File: src/rtl/keccak_in_buffer_if.sv
// Message-in / block-out bundle of the Keccak input buffer.
// The buffer side uses the slave modport; the message source / permutation core side uses master.
interface keccak_in_buffer_if #(
  parameter int N          = 64,
  parameter int RATE_WORDS = 17
);
  logic [N-1:0]            din;
  logic                    din_valid;
  logic                    din_ready;
  logic                    din_last;
  logic [3:0]              din_len;
  logic [RATE_WORDS*N-1:0] blk_data;
  logic                    blk_valid;
  logic                    blk_ready;
  logic                    blk_last;

  modport master (
    output din, din_valid, din_last, din_len, blk_ready,
    input  din_ready, blk_data, blk_valid, blk_last
  );

  modport slave (
    input  din, din_valid, din_last, din_len, blk_ready,
    output din_ready, blk_data, blk_valid, blk_last
  );
endinterface

File: src/rtl/keccak_in_buffer.sv
// Assembles N-bit message words into rate-sized blocks, applies Keccak multi-rate
// padding and hands complete blocks to the permutation core over valid/ready.
module keccak_in_buffer #(
  parameter int         N          = 64,
  parameter int         RATE_WORDS = 17,
  parameter logic [7:0] PAD_BYTE   = 8'h01
) (
  input logic               clk,
  input logic               rst,
  keccak_in_buffer_if.slave bus
);

  localparam int NB    = N / 8;
  localparam int TOTB  = RATE_WORDS * NB;
  localparam int BW    = RATE_WORDS * N;
  localparam int IDX_W = (RATE_WORDS > 1) ? $clog2(RATE_WORDS) : 1;
  localparam int P_W   = $clog2(TOTB + NB + 1);

  typedef enum logic [1:0] {FILL = 2'd0, FULL = 2'd1, EXTRA = 2'd2} state_t;

  state_t           state_r;
  logic [IDX_W-1:0] idx_r;
  logic [BW-1:0]    buf_r;
  logic             valid_r;
  logic             last_r;
  logic             pad_pend_r;

  logic [BW-1:0]    nxt_buf_s;
  logic             din_ready_s;
  logic             accept_s;
  logic [7:0]       len_s;
  logic [P_W-1:0]   pad_pos_s;
  logic             pad_fits_s;

  // Keep bytes below len, zero the rest of the word.
  function automatic logic [N-1:0] mask_word(input logic [N-1:0] word, input logic [7:0] len);
    logic [N-1:0] m;
    m = '0;
    for (int k = 0; k < NB; k++) begin
      if (8'(k) < len) m[8*k +: 8] = word[8*k +: 8];
      else             m[8*k +: 8] = 8'h00;
    end
    return m;
  endfunction

  // Pad start byte at pos, 0x80 OR-ed into the final byte of the rate.
  function automatic logic [BW-1:0] pad_block(input logic [BW-1:0] blk, input logic [P_W-1:0] pos);
    logic [BW-1:0] b;
    b               = blk;
    b[8*pos +: 8]   = PAD_BYTE;
    b[BW-1 -: 8]    = b[BW-1 -: 8] | 8'h80;
    return b;
  endfunction

  assign din_ready_s = (state_r == FILL) && !rst;
  assign accept_s    = bus.din_valid && din_ready_s;
  assign len_s       = ({4'h0, bus.din_len} > 8'(NB)) ? 8'(NB) : {4'h0, bus.din_len};
  assign pad_pos_s   = P_W'(idx_r) * P_W'(NB) + P_W'(len_s);
  // A full final word in the top lane leaves no room for padding: it goes in an extra block.
  assign pad_fits_s  = (pad_pos_s < P_W'(TOTB));

  assign bus.din_ready = din_ready_s;
  assign bus.blk_data  = buf_r;
  assign bus.blk_valid = valid_r;
  assign bus.blk_last  = last_r;

  // Next buffer contents: lane write on accept, padding on completion, clear on handoff.
  always_comb begin
    nxt_buf_s = buf_r;
    case (state_r)
      FILL: begin
        if (accept_s) begin
          if (bus.din_last) begin
            nxt_buf_s[N*idx_r +: N] = mask_word(bus.din, len_s);
            if (pad_fits_s) nxt_buf_s = pad_block(nxt_buf_s, pad_pos_s);
            else            nxt_buf_s = nxt_buf_s;
          end else begin
            nxt_buf_s[N*idx_r +: N] = bus.din;
          end
        end else begin
          nxt_buf_s = buf_r;
        end
      end
      FULL: begin
        if (valid_r && bus.blk_ready) nxt_buf_s = '0;
        else                          nxt_buf_s = buf_r;
      end
      EXTRA:   nxt_buf_s = pad_block(buf_r, '0);
      default: nxt_buf_s = '0;
    endcase
  end

  // Framing FSM with registered block handshake outputs.
  always_ff @(posedge clk) begin
    if (rst) begin
      state_r    <= FILL;
      idx_r      <= '0;
      buf_r      <= '0;
      valid_r    <= 1'b0;
      last_r     <= 1'b0;
      pad_pend_r <= 1'b0;
    end else begin
      buf_r <= nxt_buf_s;
      case (state_r)
        FILL: begin
          if (accept_s) begin
            if (bus.din_last) begin
              state_r    <= FULL;
              valid_r    <= 1'b1;
              last_r     <= pad_fits_s;
              pad_pend_r <= !pad_fits_s;
            end else begin
              idx_r <= idx_r + 1'b1;
              if (idx_r == IDX_W'(RATE_WORDS - 1)) begin
                state_r <= FULL;
                valid_r <= 1'b1;
                last_r  <= 1'b0;
              end else begin
                state_r <= FILL;
              end
            end
          end else begin
            state_r <= FILL;
          end
        end
        FULL: begin
          if (valid_r && bus.blk_ready) begin
            idx_r   <= '0;
            valid_r <= 1'b0;
            last_r  <= 1'b0;
            state_r <= pad_pend_r ? EXTRA : FILL;
          end else begin
            state_r <= FULL;
          end
        end
        EXTRA: begin
          pad_pend_r <= 1'b0;
          valid_r    <= 1'b1;
          last_r     <= 1'b1;
          state_r    <= FULL;
        end
        default: begin
          state_r <= FILL;
          idx_r   <= '0;
          valid_r <= 1'b0;
          last_r  <= 1'b0;
        end
      endcase
    end
  end

endmodule

File: src/flat_wrapper.sv
// flat-port wrapper written by rule: the top's interface ports become plain ports
module keccak_in_buffer_flat 
#(
  parameter int         N          = 64,
  parameter int         RATE_WORDS = 17,
  parameter logic [7:0] PAD_BYTE   = 8'h01
)
  (clk, rst, bus_din, bus_din_valid, bus_din_last, bus_din_len, bus_blk_ready, bus_din_ready, bus_blk_data, bus_blk_valid, bus_blk_last);
  keccak_in_buffer_if #(.N(N), .RATE_WORDS(RATE_WORDS)) bus_i ();
  input logic clk;
  input logic rst;
  input wire logic [$bits(bus_i.din)-1:0] bus_din;
  input wire logic [$bits(bus_i.din_valid)-1:0] bus_din_valid;
  input wire logic [$bits(bus_i.din_last)-1:0] bus_din_last;
  input wire logic [$bits(bus_i.din_len)-1:0] bus_din_len;
  input wire logic [$bits(bus_i.blk_ready)-1:0] bus_blk_ready;
  output wire logic [$bits(bus_i.din_ready)-1:0] bus_din_ready;
  output wire logic [$bits(bus_i.blk_data)-1:0] bus_blk_data;
  output wire logic [$bits(bus_i.blk_valid)-1:0] bus_blk_valid;
  output wire logic [$bits(bus_i.blk_last)-1:0] bus_blk_last;
  assign bus_i.din = bus_din;
  assign bus_i.din_valid = bus_din_valid;
  assign bus_i.din_last = bus_din_last;
  assign bus_i.din_len = bus_din_len;
  assign bus_i.blk_ready = bus_blk_ready;
  assign bus_din_ready = bus_i.din_ready;
  assign bus_blk_data = bus_i.blk_data;
  assign bus_blk_valid = bus_i.blk_valid;
  assign bus_blk_last = bus_i.blk_last;
  keccak_in_buffer #(.N(N), .RATE_WORDS(RATE_WORDS), .PAD_BYTE(PAD_BYTE)) u_core (.clk(clk), .rst(rst), .bus(bus_i));
endmodule
File: config.mk
export PLATFORM = sky130hd
export DESIGN_NAME = keccak_in_buffer_flat
export DESIGN_NICKNAME = d
export VERILOG_FILES = /design/src/rtl/keccak_in_buffer_if.sv /design/src/rtl/keccak_in_buffer.sv /design/src/flat_wrapper.sv
export SDC_FILE = /design/constraint.sdc
export NUM_CORES = 2
export LEC_CHECK = 0
export CORE_AREA = 8 8 450 452
export DETAILED_ROUTE_END_ITERATION = 7
export DIE_AREA = 0 0 458 460
export PLACE_DENSITY_LB_ADDON = 0.1
export SLEW_MARGIN = 0
export SYNTH_ARGS = -nofsm -noshare
export SYNTH_HDL_FRONTEND = slang
export SYNTH_SLANG_ARGS = --single-unit
File: constraint.sdc
create_clock -name clk -period 5 [get_ports clk]
set_clock_uncertainty 0.05 [all_clocks]
set_input_delay 1 -clock clk [delete_from_list [all_inputs] [get_ports clk]]
set_output_delay 1 -clock clk [all_outputs]
set_load 0.1 [all_outputs]
# ---- After elaboration in Yosys (flattened, before gate mapping)
# Cells that the tools add are included.
dict set report totals {
  output_inout_bits 1091
  regBits 1098
  latch_bits 0
  mem_bits_ro 0
  inputBits 73
  elab_cells 110
  ram_bits 0
  mem_count 0
}
dict set report op_classes {
  n_div 0
  mul 0
  shift 5
  bitwise_logic 1
  order_cmp 10
  n_eq_ne 8
  n_mux 63
  n_reduce_logical 12
  addsub 4
}
# operator n
set ops {}
lappend ops {{2-to-1 mux 1088 bit} 4}
lappend ops {{bitwise mux 1088 bit} 3}
lappend ops {{one-hot mux 1088 bit (3 select lines)} 1}
lappend ops {{variable part select 64 x 34 -> 1088 bit} 2}
lappend ops {{variable shift 64 x 34 -> 1088 bit (first input constant)} 1}
lappend ops {{variable shift 8 x 34 -> 1088 bit (first input constant)} 1}
lappend ops {{variable part select 8 x 34 -> 1088 bit (first input constant)} 1}
lappend ops {{2-to-1 mux 8 bit} 32}
lappend ops {{negator 11 -> 34 bit} 2}
lappend ops {{less-than comparator 3 x 8 -> 1 bit (first input constant)} 4}
lappend ops {{less-than comparator 1 x 8 -> 1 bit (first input constant)} 2}
lappend ops {{less-than comparator 2 x 8 -> 1 bit (first input constant)} 2}
lappend ops {{2-to-1 mux 5 bit} 3}
lappend ops {{one-hot mux 5 bit (3 select lines)} 1}
lappend ops {{2-to-1 mux 1 bit} 10}
lappend ops {{AND reduction 3 bit} 3}
lappend ops {{adder 8 bit} 1}
lappend ops {{less-than comparator 8 bit (second input constant)} 1}
lappend ops {{2-to-1 mux 2 bit} 4}
lappend ops {{one-hot mux 1 bit (3 select lines)} 2}
lappend ops {{one-hot mux 2 bit (3 select lines)} 1}
lappend ops {{adder 5 x 1 -> 5 bit (second input constant)} 1}
lappend ops {{equality test 5 bit (second input constant)} 1}
lappend ops {{greater-than comparator 4 bit (second input constant)} 1}
lappend ops {{14 further kinds} 19}

# ---- Depth between registers and ports, before layout
dict set report logic_depth {
  depth_word 14
  ltp_mapped 18
  ltp_nobuf 14
}

# ---- Worst setup path before layout
# Ideal clock, no wire load.
dict set report synth_path {
  kind {input-to-reg}
  start {input port bus_din_len[3]}
  end {register u_core.buf_r[1052] (netlist: u_core.bus.blk_data[1052])}
  setup_ns 0.132
  stages 15
  t_arrival_ns 4.247
  required_time_ns 4.818
  path_buffers 3
  slack_ns 0.571
  cell_sequence {ha_1 > ha_1 > buf_2 > nand3_1 > xnor2_1 > ha_1 > clkbuf_1 > or4b_1 > a211oi_1 > buf_2 > and2_1 > nand3_1 > a32o_1 > o21ai_0 > a21oi_1}
}
dict set report synth_via {
  elab_chain_cells 14
  word_cells_on_any_way 54
  cone_classes {add/sub (2); order compare (10); shift (3); mux (39)}
}
# element line
set synth_rtl {}
lappend synth_rtl {{start, declared} flat_wrapper.sv:15} ;# input wire logic [$bits(bus_i.din_len)-1:0] bus_din_len;
lappend synth_rtl {{greater-than comparator 4 bit} keccak_in_buffer.sv:57} ;# assign len_s = ({4'h0, bus.din_len} > 8'(NB)) ? 8'(NB) : {4'h0, bus.din_len};
lappend synth_rtl {{2-to-1 mux 4 bit *} keccak_in_buffer.sv:57}
lappend synth_rtl {{less-than comparator 1 x 8 -> 1 bit (tied with other cells)} keccak_in_buffer.sv:40} ;# if (8'(k) < len) m[8*k +: 8] = word[8*k +: 8];
lappend synth_rtl {{2-to-1 mux 8 bit} keccak_in_buffer.sv:40}
lappend synth_rtl {{2-to-1 mux 8 bit} keccak_in_buffer.sv:73} ;# if (bus.din_last) begin
lappend synth_rtl {{2-to-1 mux 8 bit} keccak_in_buffer.sv:72} ;# if (accept_s) begin
lappend synth_rtl {{2-to-1 mux 8 bit} keccak_in_buffer.sv:70} ;# case (state_r)
lappend synth_rtl {{variable part select 64 x 34 -> 1088 bit} keccak_in_buffer.sv:74} ;# nxt_buf_s[N*idx_r +: N] = mask_word(bus.din, len_s);
lappend synth_rtl {{bitwise mux 1088 bit} keccak_in_buffer.sv:74}
lappend synth_rtl {{bitwise mux 1088 bit} keccak_in_buffer.sv:50} ;# b[8*pos +: 8] = PAD_BYTE;
lappend synth_rtl {{2-to-1 mux 1088 bit *} keccak_in_buffer.sv:75} ;# if (pad_fits_s) nxt_buf_s = pad_block(nxt_buf_s, pad_pos_s);
lappend synth_rtl {{2-to-1 mux 1088 bit *} keccak_in_buffer.sv:73}
lappend synth_rtl {{2-to-1 mux 1088 bit *} keccak_in_buffer.sv:72}
lappend synth_rtl {{one-hot mux 1088 bit (3 select lines) *} keccak_in_buffer.sv:70}
lappend synth_rtl {{end signal, assigned} keccak_in_buffer.sv:103} ;# buf_r <= nxt_buf_s;
lappend synth_rtl {{end, declared} keccak_in_buffer.sv:23} ;# logic [BW-1:0] buf_r;
# Mark *: on every way between the ends. The rest lies on a longest branch, timed or not. The select of a mux whose other input is x is not followed.
# A chain may end at the register's enable or synchronous reset.

# ---- Worst setup path after layout
dict set report layout_path {
  start {register u_core.idx_r[0]}
  end {register u_core.buf_r[569] (netlist: u_core.bus.blk_data[569])}
}
dict set report layout_via {
  elab_chain_cells 8
  word_cells_on_any_way 16
  cone_classes {add/sub (3); order compare (1); shift (5); mux (7)}
}
# element line
set layout_rtl {}
lappend layout_rtl {{start, declared} keccak_in_buffer.sv:22} ;# logic [IDX_W-1:0] idx_r;
lappend layout_rtl {{start signal, assigned} keccak_in_buffer.sv:113} ;# idx_r <= idx_r + 1'b1;
lappend layout_rtl {{adder 8 bit or negator 11 -> 34 bit (tied branches)} {keccak_in_buffer.sv:58, keccak_in_buffer.sv:74, keccak_in_buffer.sv:78}}
lappend layout_rtl {{negator 11 -> 34 bit (tied with other cells)} keccak_in_buffer.sv:50}
lappend layout_rtl {{variable part select 8 x 34 -> 1088 bit (tied with other cells)} keccak_in_buffer.sv:50}
lappend layout_rtl {{bitwise mux 1088 bit} keccak_in_buffer.sv:50}
lappend layout_rtl {{2-to-1 mux 1088 bit} keccak_in_buffer.sv:75}
lappend layout_rtl {{2-to-1 mux 1088 bit *} keccak_in_buffer.sv:73}
lappend layout_rtl {{2-to-1 mux 1088 bit *} keccak_in_buffer.sv:72}
lappend layout_rtl {{one-hot mux 1088 bit (3 select lines) *} keccak_in_buffer.sv:70}
# Marked as above.

==> results_dict.tcl <==
set metrics [dict create \
    synth_seq_area_share_pct 40.5 \
    report.final.slew_viol_count 13 \
    syn_area_per_cell_um2 7.95 \
    fmax_mhz 194 \
    irDropWorstVdd_v 0.000217 \
    synthArstFlopShare_pct 0 \
    setup_slack_ns -0.159 \
    power_leakage_nw 28.6 \
    synthFlopType "dfxtp_1" \
    port_buffers 1163 \
    io_pins 1164 \
    cp_slowest_stage_delay_ns 1.18 \
    post-synth-top-count-cell "dfxtp_1" \
    syn-cell-area_um2 54300 \
    holdCritPathClass "reg2reg" \
    yosysTopAreaCellShare_pct 40.5 \
    syn-num-nets 6913 \
    nets 8546 \
    antenna_found_initial 29 \
    finalHoldViolCount 0 \
    max_slew_margin_pct -3.91 \
    start_util_pct 27.7 \
    status "complete, but fails checks" \
    ant_nets 0 \
    yosysUniqueCellTypes 107 \
    clock_latency_ns 0.86 \
    ys_ff_latch 1098 \
    critical-path-slowest-cell "nor2_1" \
    num_rows 163 \
    min_period_ns 5.16 \
    arrival_ns 5.87 \
    die_w_um 458 \
    track_usage_pct 41.9 \
    area_delta_synth_final_pct 46.6 \
    cts_setup_buffers 0 \
    grt_max_degree 126 \
    violations "max-capacitance violations, max-slew violations, negative setup slack" \
    post_drt_wl_per_cell_um 42.0 \
    grt_pass1_wl_um 616000 \
    drc 0 \
    synthesis.instances 6831 \
    synth.top_cells.by_count "dfxtp_1 (1,098), nand2_1 (845), o21ai_0 (706)" \
    dp.cells 10880 \
    cap_violations 2 \
    hold_ws_ns 0.404 \
    start_kind "register" \
    drt-initial-drc-count 9829 \
    drtPass1Iterations 7 \
    finalCritPeriodShare_pct 103 \
    tightestPinTransition_ns 1.54 \
    gp_congestion 1.06 \
    clockBufferDepth 3 \
    powerDensity_nw_per_um2 293 \
    ff2ff_setup_slack_ns -0.16 \
    cts_buffers 139 \
    drive_above_1_share_pct 19.1 \
    post_cts_resized 0 \
    placed_area_um2 74900 \
    dieArea_um2 211000 \
    yosys.area.top_type "dfxtp_1" \
    dpl_worst_slack_ns -0.600 \
    htree_levels 4 \
    routed_via_density 6.37 \
    clkTransAtPathRegs_ns 0.06 \
    crit_required_ns 5.71 \
    synth_edf_count 0 \
    grt_overflow 0 \
    dpl.hpwl_um 359000 \
    final_area_um2 79600 \
    crit_fanout 7 \
    root_buffer "clkbuf_16" \
    core_area_um2 196000 \
    setup_violations 3 \
    synth.area.top_cells "dfxtp_1 (40%), o21ai_0 (6.5%), a21oi_1 (6.2%), nand2_1 (5.8%), a32o_1 (4.8%)" \
    crit_path_end_kind "register" \
    post-route-util_pct 40.7 \
    routed_wl_um 469000 \
    cp_cell_sequence "inv_1, ha_1, or4b_4, nand3_1, nor3_2, nor2_1, o21ai_0, buf_4, a21oi_1, a22o_1" \
    die_y_um 460 \
    cts.sinks 1098 \
    cts_tree "yes" \
    crit_type "reg2reg" \
    ys_warn_count 0 \
    stdcell_count 11163 \
    rsz0062_at_grt "no" \
    cts_hold_buf 0 \
    grt_pass1_vias 66227 \
    vias 71119 \
]
-- cell type report --
class | instances | area, um^2
Sequential cell | 1098 | 22000
Tap cell | 2557 | 3200
Fill cell | 20213 | 116000
Timing Repair Buffer | 2149 | 19600
Inverter | 58 | 225
Antenna cell | 26 | 65.1
Clock inverter | 46 | 537
Multi-Input combinational cell | 5018 | 29900
Clock buffer | 211 | 4190
-- metal layers --
| metal | track usage, % | share of wire, % | up-vias |
|---|---|---|---|
| met1 | 49.4 | 37 | 35357 |
| met4 | 29.3 | 8.4 | 10 |
| met2 | 63.2 | 43 | 5309 |
| met3 | 15.2 | 12 | 1343 |
| li1 | - | - | 29100 |
| met5 | 0 | 0.015 | - |
-- stage by stage --
step,power [mW],TNS [ns]
2_1_floorplan,10.6,0
3_5_place_dp,12.6,-81.05
6_report,23.3,-0.471
4_1_cts,23.3,0
3_3_place_gp,12.7,-77.26
5_1_grt,23.7,0
-- flip-flops by register name, summed over array words and instances (netlist names) --
| signal | cells |
|---|---|
| u_core.state_r | 2 |
| u_core.idx_r | 5 |
| u_core.bus.blk_valid | 1 |
| u_core.pad_pend_r | 1 |
| u_core.bus.blk_last | 1 |
| u_core.bus.blk_data | 1088 |
-- placed cells by master (no fill, tap or decap), types with 25 or more instances in the layout --
master	instances
nand2_1	835
inv_1	56
and3_1	46
nor2b_1	37
a31oi_1	103
nand4_1	60
o2bb2ai_1	79
nor2_1	560
clkbuf_8	38
a22oi_1	63
a32oi_1	39
o21ai_1	35
o22ai_1	150
dfxtp_1	1098
buf_4	1107
a31o_2	45
nand2b_1	25
o21ai_0	705
o211ai_1	33
a21oi_1	668
o32ai_1	25
buf_12	84
diode_2	26
o221ai_1	43
clkbuf_16	142
a32o_1	259
a221oi_1	43
nor3_1	131
nand3_1	201
o21a_1	30
clkbuf_1	31
clkdlybuf4s50_1	954
a22o_1	201
o31ai_1	63
a211oi_1	41
-- final timing paths --
path | startpoint | end | cells after the start
worst min-delay path | u_core.bus.blk_data[821] | u_core.bus.blk_data[821] | 2
worst max register to register | u_core.idx_r[0] | u_core.bus.blk_data[569] | 10
worst max-delay path | u_core.idx_r[0] | u_core.bus.blk_data[569] | 10
worst min register to register | u_core.bus.blk_data[821] | u_core.bus.blk_data[821] | 2
-- power breakdown --
part	internal (mW)	leakage (nW)	total [mW]	switching, mW
Clock	6.19	2.34	10.7	4.51
Sequential	8.79	8.84	8.83	0.0338
Combinational	0.909	17.4	3.82	2.91
Total	15.9	28.6	23.3	7.45
-- logic make-up (layout without fill, tap and decap cells) --
kind of cell | after synthesis | count (layout) | synth area share, %
multiplexers | 4 | 4 | 0.0737
adder cells (fa/ha/maj) | 9 | 9 | 0.207
XOR/XNOR | 15 | 15 | 0.242
buffers and inverters | 715 | 2464 | 5.29
other | 0 | 26 | 0
AND/OR/NAND/NOR | 2106 | 2106 | 17.7
flip-flops | 1098 | 1098 | 40.5
AO/OA/AOI/OAI | 2884 | 2884 | 36.0
-- critical path: cells and delay by family (launching register included) --
| kind | cells | cell delay, ns |
|---|---|---|
| AOI/OAI and AO/OA | 3 | 1.27 |
| adders and majority gates | 1 | 0.37 |
| buffers and inverters | 2 | 0.42 |
| DFF | 1 | 0.40 |
| and+or+nand+nor | 4 | 2.57 |
No activity file was read; power rests on OpenSTA's default activity.
